### src/rtl/imm_gen_pipe.sv
// LEGv8 immediate generator with a 2-entry valid/ready output buffer.
// Decodes instr[31:21], extends the immediate to N bits and tags its format.
// Illegal opcodes are flagged per entry and counted in a saturating counter.
// Optional macro IMM_GEN_BR_SHIFT_EN: CB/B immediates are pre-scaled to bytes.
module imm_gen_pipe #(
  parameter int unsigned N     = 64,
  parameter int unsigned CNT_W = 8
) (
  input  logic             clk,
  input  logic             reset,
  input  logic             flush,
  input  logic             in_valid,
  output logic             in_ready,
  input  logic [31:0]      instr,
  output logic             out_valid,
  input  logic             out_ready,
  output logic [N-1:0]     imm,
  output logic [2:0]       fmt,
  output logic             err,
  output logic [CNT_W-1:0] err_cnt
);

  localparam int unsigned FMT_W = 3;
  localparam int unsigned ENT_W = N + FMT_W + 1;

  localparam logic [FMT_W-1:0] FMT_NONE = 3'd0;
  localparam logic [FMT_W-1:0] FMT_D    = 3'd1;
  localparam logic [FMT_W-1:0] FMT_CB   = 3'd2;
  localparam logic [FMT_W-1:0] FMT_B    = 3'd3;
  localparam logic [FMT_W-1:0] FMT_I    = 3'd4;
  localparam logic [FMT_W-1:0] FMT_IW   = 3'd5;

  // Buffer entries are packed as {imm, fmt, err}
  logic [ENT_W-1:0] head, head_d;
  logic [ENT_W-1:0] tail, tail_d;
  logic [1:0]       count, count_d;
  logic [CNT_W-1:0] err_cnt_d;

  logic [63:0]      dec_imm64;
  logic [63:0]      cb_imm64;
  logic [63:0]      b_imm64;
  logic [FMT_W-1:0] dec_fmt;
  logic             dec_err;
  logic [ENT_W-1:0] dec_ent;
  logic             push;
  logic             pop;

  // Opcode decode and immediate extraction, computed at 64 bits then truncated
  always_comb begin
    dec_imm64 = 64'd0;
    dec_fmt   = FMT_NONE;
    dec_err   = 1'b0;
`ifdef IMM_GEN_BR_SHIFT_EN
    cb_imm64  = 64'($signed(instr[23:5])) << 2;
    b_imm64   = 64'($signed(instr[25:0])) << 2;
`else
    cb_imm64  = 64'($signed(instr[23:5]));
    b_imm64   = 64'($signed(instr[25:0]));
`endif
    casez (instr[31:21])
      11'b11111000010, 11'b11111000000: begin
        dec_fmt   = FMT_D;
        dec_imm64 = 64'($signed(instr[20:12]));
      end
      11'b10110100???, 11'b10110101???, 11'b01010100???: begin
        dec_fmt   = FMT_CB;
        dec_imm64 = cb_imm64;
      end
      11'b000101?????, 11'b100101?????: begin
        dec_fmt   = FMT_B;
        dec_imm64 = b_imm64;
      end
      11'b1001000100?, 11'b1101000100?: begin
        dec_fmt   = FMT_I;
        dec_imm64 = 64'(instr[21:10]);
      end
      11'b110100101??: begin
        // A 32-bit result cannot hold a halfword shifted by 32 or 48
        if ((N < 64) && instr[22]) begin
          dec_err = 1'b1;
        end else begin
          dec_fmt   = FMT_IW;
          dec_imm64 = 64'(instr[20:5]) << {instr[22:21], 4'b0000};
        end
      end
      default: dec_err = 1'b1;
    endcase
    dec_ent = {N'(dec_imm64), dec_fmt, dec_err};
  end

  // Buffer next state: head register feeds the outputs, tail holds the second entry
  always_comb begin
    count_d   = count;
    head_d    = head;
    tail_d    = tail;
    err_cnt_d = err_cnt;
    push      = in_valid && in_ready && !flush;
    pop       = out_valid && out_ready;
    if (flush) begin
      count_d = 2'd0;
      head_d  = '0;
      tail_d  = '0;
    end else begin
      case (count)
        2'd0: begin
          if (push) begin
            head_d  = dec_ent;
            count_d = 2'd1;
          end
        end
        2'd1: begin
          if (push && pop) begin
            head_d = dec_ent;
          end else if (push) begin
            tail_d  = dec_ent;
            count_d = 2'd2;
          end else if (pop) begin
            head_d  = '0;
            count_d = 2'd0;
          end
        end
        2'd2: begin
          if (pop) begin
            head_d  = tail;
            tail_d  = '0;
            count_d = 2'd1;
          end
        end
        default: begin
          head_d  = '0;
          tail_d  = '0;
          count_d = 2'd0;
        end
      endcase
    end
    if (push && dec_err && (err_cnt != {CNT_W{1'b1}})) begin
      err_cnt_d = err_cnt + CNT_W'(1);
    end
  end

  // State and registered handshake outputs
  always_ff @(posedge clk or posedge reset) begin
    if (reset) begin
      count     <= 2'd0;
      head      <= '0;
      tail      <= '0;
      err_cnt   <= '0;
      out_valid <= 1'b0;
      in_ready  <= 1'b1;
    end else begin
      count     <= count_d;
      head      <= head_d;
      tail      <= tail_d;
      err_cnt   <= err_cnt_d;
      out_valid <= (count_d != 2'd0);
      in_ready  <= (count_d != 2'd2);
    end
  end

  assign imm = head[ENT_W-1 -: N];
  assign fmt = head[FMT_W:1];
  assign err = head[0];

endmodule

### config.mk
export PLATFORM = sky130hd
export DESIGN_NAME = imm_gen_pipe
export DESIGN_NICKNAME = d
export VERILOG_FILES = /design/src/rtl/imm_gen_pipe.sv
export SDC_FILE = /design/constraint.sdc
export NUM_CORES = 1
export LEC_CHECK = 0
export BUFFER_PORTS_ARGS = -buffer_cell sky130_fd_sc_hd__buf_2
export CORE_MARGIN = 5
export CORE_UTILIZATION = 45
export DETAILED_ROUTE_END_ITERATION = 7
export PLACE_DENSITY = 0.68
export SLEW_MARGIN = 30
export SYNTH_ARGS = -nofsm -noshare
export SYNTH_HDL_FRONTEND = slang
export SYNTH_SLANG_ARGS = --single-unit
### constraint.sdc
create_clock -name clk -period 7.38 [get_ports clk]
set_input_delay 0.369 -clock clk [delete_from_list [all_inputs] [get_ports clk]]
set_output_delay 0.369 -clock clk [all_outputs]
set_load 0.02 [all_outputs]
Yosys cells after proc, flatten, opt, wreduce, memory -nomap -nowiden
Cells that the tools add are included.

Register bits: 148. Bits in latches: 0. RAM bits: 0. Memory bits (read-only): 0. Input port bits: 37. Output and inout bits: 78. Word-level logic and storage cells: 65. Memories: 0.

Add/subtract/negate cells: 1. Multipliers: 0. Divide/modulo/power cells: 0. Magnitude comparators: 0. Eq/ne operators: 21. Shift-type cells: 1. Mux-type cells: 20. Bitwise gates (word level): 0. Reduce and logical (&&, ||, !) cells: 16.

Operators by type and width (count): 68-bit 2-to-1 mux (8); 68-bit one-hot mux with 3 select lines (2); 64-bit one-hot mux with 5 select lines (1); 16-bit by 6-bit left shift with 64-bit output (1); 11-bit equality test (second input constant) (2); 10-bit equality test (second input constant) (2); 8-bit equality test (second input constant) (2); 3-bit one-hot mux with 5 select lines (1); 2-bit 2-to-1 mux (6); 3-bit != test (second input constant) (4); 10-bit OR reduction (1); 9-bit equality test (second input constant) (1); 8-bit by 1-bit adder with 8-bit output (second input constant) (1); 8-bit by 7-bit equality test with 1-bit output (second input constant) (1); 4-bit != test (second input constant) (2); 8-bit != test (second input constant) (1); 4-bit AND reduction (2); 6-bit by 3-bit equality test with 1-bit output (second input constant) (1); 6-bit equality test (second input constant) (1); 1-bit logical AND (6); 2-bit one-hot mux with 3 select lines (1); 2-bit OR reduction (3); 2-bit != test (second input constant) (2); 3-bit OR reduction (1); 6 further kinds (6).

Longest topological paths before layout
Depth after elaboration: 7. Depth in mapped cells: 8. Mapped depth without buffers: 5.

Worst setup path before layout
OpenSTA, ideal clock, no wires.

Path type: register -> register. Start: register err_cnt[0]. End: register err_cnt[1]. Arrival: 1.917 ns. Path slack: 5.338 ns. Stages on the path, launching flop included: 6. Buffers on the path: 0. Cells stage by stage: dfrtp_1 ha_1 and2_1 a2111oi_2 nand2_1 mux2_2.

Cells in the longest elaborated chain, start to end: 2. Elaborated cells on any way between the ends: 3.

Ends and longest elaborated chain: start: declaration (line 20) `output logic [CNT_W-1:0] err_cnt`; start signal: assignment (line 154) `err_cnt <= err_cnt_d;`; branches (longest 2 deep; another with 8-bit by 1-bit adder with 8-bit output).

Parallel ways; which one is timed is not known. A chain may end at the register's enable or synchronous reset.

Worst setup path after layout
Start: register count[1]. End: register head[24].

Cells in the longest elaborated chain, start to end: 3. Elaborated cells on any way between the ends: 10.

Ends and longest elaborated chain: start: declaration (line 36) `logic [1:0] count, count_d;`; start signal: assignment (line 151) `count <= count_d;`; 2-bit by 1-bit equality test with 1-bit output, or another cell as far along (line 104) `case (count)`; 4-bit != test (no line), or another cell as far along; 4-bit AND reduction (no line) / 68-bit 2-to-1 mux (equally long branches); end signal: assignment (line 145) `head <= '0;`; end signal: assignment (line 152) `head <= head_d;`; end: declaration (line 34) `logic [ENT_W-1:0] head, head_d;`.

Parallel ways exist; a longest one is shown, timed or not.

==> results.md <==
- Total iterations of the first detailed-routing run: 5
- Worst-Skew Late Latency: 0.43 ns
- Final worst setup slack: 5.03 ns
- I/O pin count: 115
- Ant. Diodes: 0
- Ys Warns: 0
- Vias in the first global route: roughly 5800
- DP Cell Count: 852
- Net Sw Frac: 0.259
- M3 GR Usage: 0.0573
- Crit Path Max Fanout: 68
- # setup viols final: 0
- CP Capture Point: head[24]
- CTS sink cnt: 148
- Synthesis-to-layout area growth: 19.7%
- Global-route layer with the greatest usage: met2
- Post-synthesis sequential area ratio: 0.549
- Total power: roughly 2.0 mW
- Combinational Power Share: 0.114
- Setup TNS: 0 ns
- Global-route wire length before repair: 31500 um
- Flop2flop setup slack: roughly 5.0 ns
- RSZ-0062 raised after global routing: no
- Synth Register Bits: 148
- 1st-iter DRT viols: 577
- Cell Int Power: 1.47 mW
- Least-Margin Pin Slew: between 0.8 and 0.9 ns
- Die height: 133 um
- Fin. Hold Viols: 0
- Leading area contributor after synthesis: dfrtp_1
- M2 GR Usage: 0.357
- Top cells by area, synth: dfrtp_1, a22o_1, o2bb2ai_1
- Num CTS Buffers: 17
- WP data required: 7.75 ns
- Worst reg2reg endpoint: head[24]
- Post-synth EDFFs: 0
- R2R Path Start: count[1]
- DP HPWL: between 10000 and 15000 um
- GRT overflow: 0
- Hold Path Class: in -> async
- H-tree Lvls: 4
- Port bufs: 114
- Mean Syn Cell Area: 11.3 um^2
- Final period utilization: 0.318
- CTS hold repair buffers: 0
- Nets: 726
- Die Footprint: about 18000 um^2
- Post-CTS Setup Bufs: 0
- FMAX: between 400 and 500 MHz
- Core ar.: 14600 um^2
- Grt met1 use: 0.298
- Synth top area share: 0.545
- Seq pwr share: 0.434
- Share of total power in the clock network: 0.452
- Setup crit end kind: flip-flop
- Number of fill cells: 1295
- R2R cell count: 6
- Crit path DAT: approximately 2.7 ns
- Power density cells: ~240 nW/um^2
- Initial Util: 0.461
- # resized after CTS: 0
- Critical path type: reg -> reg
- Pin count of the biggest net entering global routing: 84
- Via count: between 5000 and 6000
- Layout cell share with drive strength beyond 1: 0.251
- Total Wirelength: 20000 um
- Crit path time final: about 2.4 ns
- Residual DRC: 0
- Clk_skew: 0.00585 ns
- # rows: 44
- Vias/cell: 6.37
- CTS tree: built
- Final std cells w/o fill: 885
- Critical path startpoint category: flip-flop
- Max clock buf depth: 2
- Status: finished, final reports clean
- Crit path from: count[1]
- Max-Cap Viols: 0
- Initial antenna violation count: 0
- Chip Width: between 100 and 150 um
- Routed Antenna Nets: 0
- Fin. max-slew vios: 0
- Clock-pin slew on the worst setup and hold paths: 0.06 ns
- Slew HR: 0.410
- Cells after Synth: 597
- VDD IR max: 157 uV
- Count of different cell masters after synthesis: 54
- Setup WS pre-CTS: 4.92 ns
- Routability cong.: 0.925
- Syn nets: 635
- Async SR Flop Fraction: 1.00
- GRT Resource Usage Total: 0.226
- Net switching power: 0.512 mW
- Root buf cell: clkbuf_16
- Ys flop type: dfrtp_1
- Most common cell after layout, fill and taps aside: dfrtp_1
- Mapped Area: 6750 um^2
- Leakage: 3.98 nW
- Commonest cells after routing, fill and taps aside: dfrtp_1, buf_2, a22o_1, a22oi_1, a21oi_1
- Drt wl/cell: 22.6 um
-- cells in the mapped netlist, drive strengths merged (3+ instances only) --
cell type / n
dfrtp: 147
a22o: 65
o21ai: 45
a22oi: 43
a21oi: 41
clkbuf: 40
o2bb2ai: 39
a21o: 26
nand2: 20
a221o: 17
buf: 15
nor2: 13
xnor2: 8
inv: 7
and2: 6
and3: 6
nand3: 5
nand4: 5
nand2b: 4
nor4: 4
a31o: 3
a31oi: 3
nand4bb: 3
or2: 3
-- power groups by stage --
| stage | clock (mW) | combinational (mW) | sequential [mW] |
|---|---|---|---|
| after detailed placement | 0 | 0.225 | 0.874 |
| after global placement | 0 | 0.222 | 0.871 |
| after CTS | 0.903 | 0.225 | 0.860 |
| after floorplan | 0 | 0.116 | 0.893 |
| final | 0.895 | 0.226 | 0.860 |
| after global routing | 0.941 | 0.243 | 0.864 |
-- state kept, by name (all words and copies together) (netlist names) --
| register | cells |
|---|---|
| count | 2 |
| err_cnt | 8 |
| head | 68 |
| in_ready | 1 |
| out_valid | 1 |
| tail | 68 |
-- cell families (layout without fill, tap and decap cells) --
family | after synthesis | after routing | synth area share
AOI/OAI and AO/OA | 297 | 297 | 0.330
muxes | 1 | 1 | 0.00167
DFF | 148 | 148 | 0.549
xor gates and xnor gates | 8 | 8 | 0.0104
and+or+nand+nor | 80 | 80 | 0.0698
buffers and inverters | 62 | 166 | 0.0382
adders and majority gates | 1 | 1 | 0.00185
-- per-layer routing --
layer / vias up / wire (um)
li1: 2507 / -
met1: 2859 / 8580
met2: 233 / 9540
met3: 42 / 1330
met4: 0 / 510
met5: - / 0
-- layout make-up --
type	count	area, um^2	share of cell area
inverters	7	31.3	0.00387
well taps	184	230	0.0285
clock inverters	7	120	0.0149
clock buffers	25	495	0.0613
flip-flops and latches	148	3700	0.458
multi-input cells	387	2820	0.349
repair buffers	127	681	0.0842
-- worst min-delay path by stage --
stage,start,end,depth (start not counted)
2_1_floorplan,tail[1],tail[1],1
3_3_place_gp,head[2],head[2],2
3_5_place_dp,head[3],head[3],2
4_1_cts,reset,tail[54],2
5_1_grt,reset,tail[1],2
6_report,reset,head[54],2
-- through the flow --
step / hold slack, ns / utilization / cell area (um^2)
CTS: 0.108 / 0.550 / 8060
global route: 0.163 / 0.552 / 8080
detailed placement: 0.471 / 0.508 / 7450
finish: 0.0946 / 0.552 / 8080
floorplan: 0.457 / - / 6750
global placement: 0.470 / 0.508 / 7450
-- worst max-delay path, cell delays in order (launching register included) --
cell	delay [ns]
dfrtp_1	0.47
and3b_1	0.29
o32a_1	0.39
nor2_4	0.08
buf_4	0.61
a22o_1	0.27
a21o_1	0.08
Power figures use the tool's default switching activity.
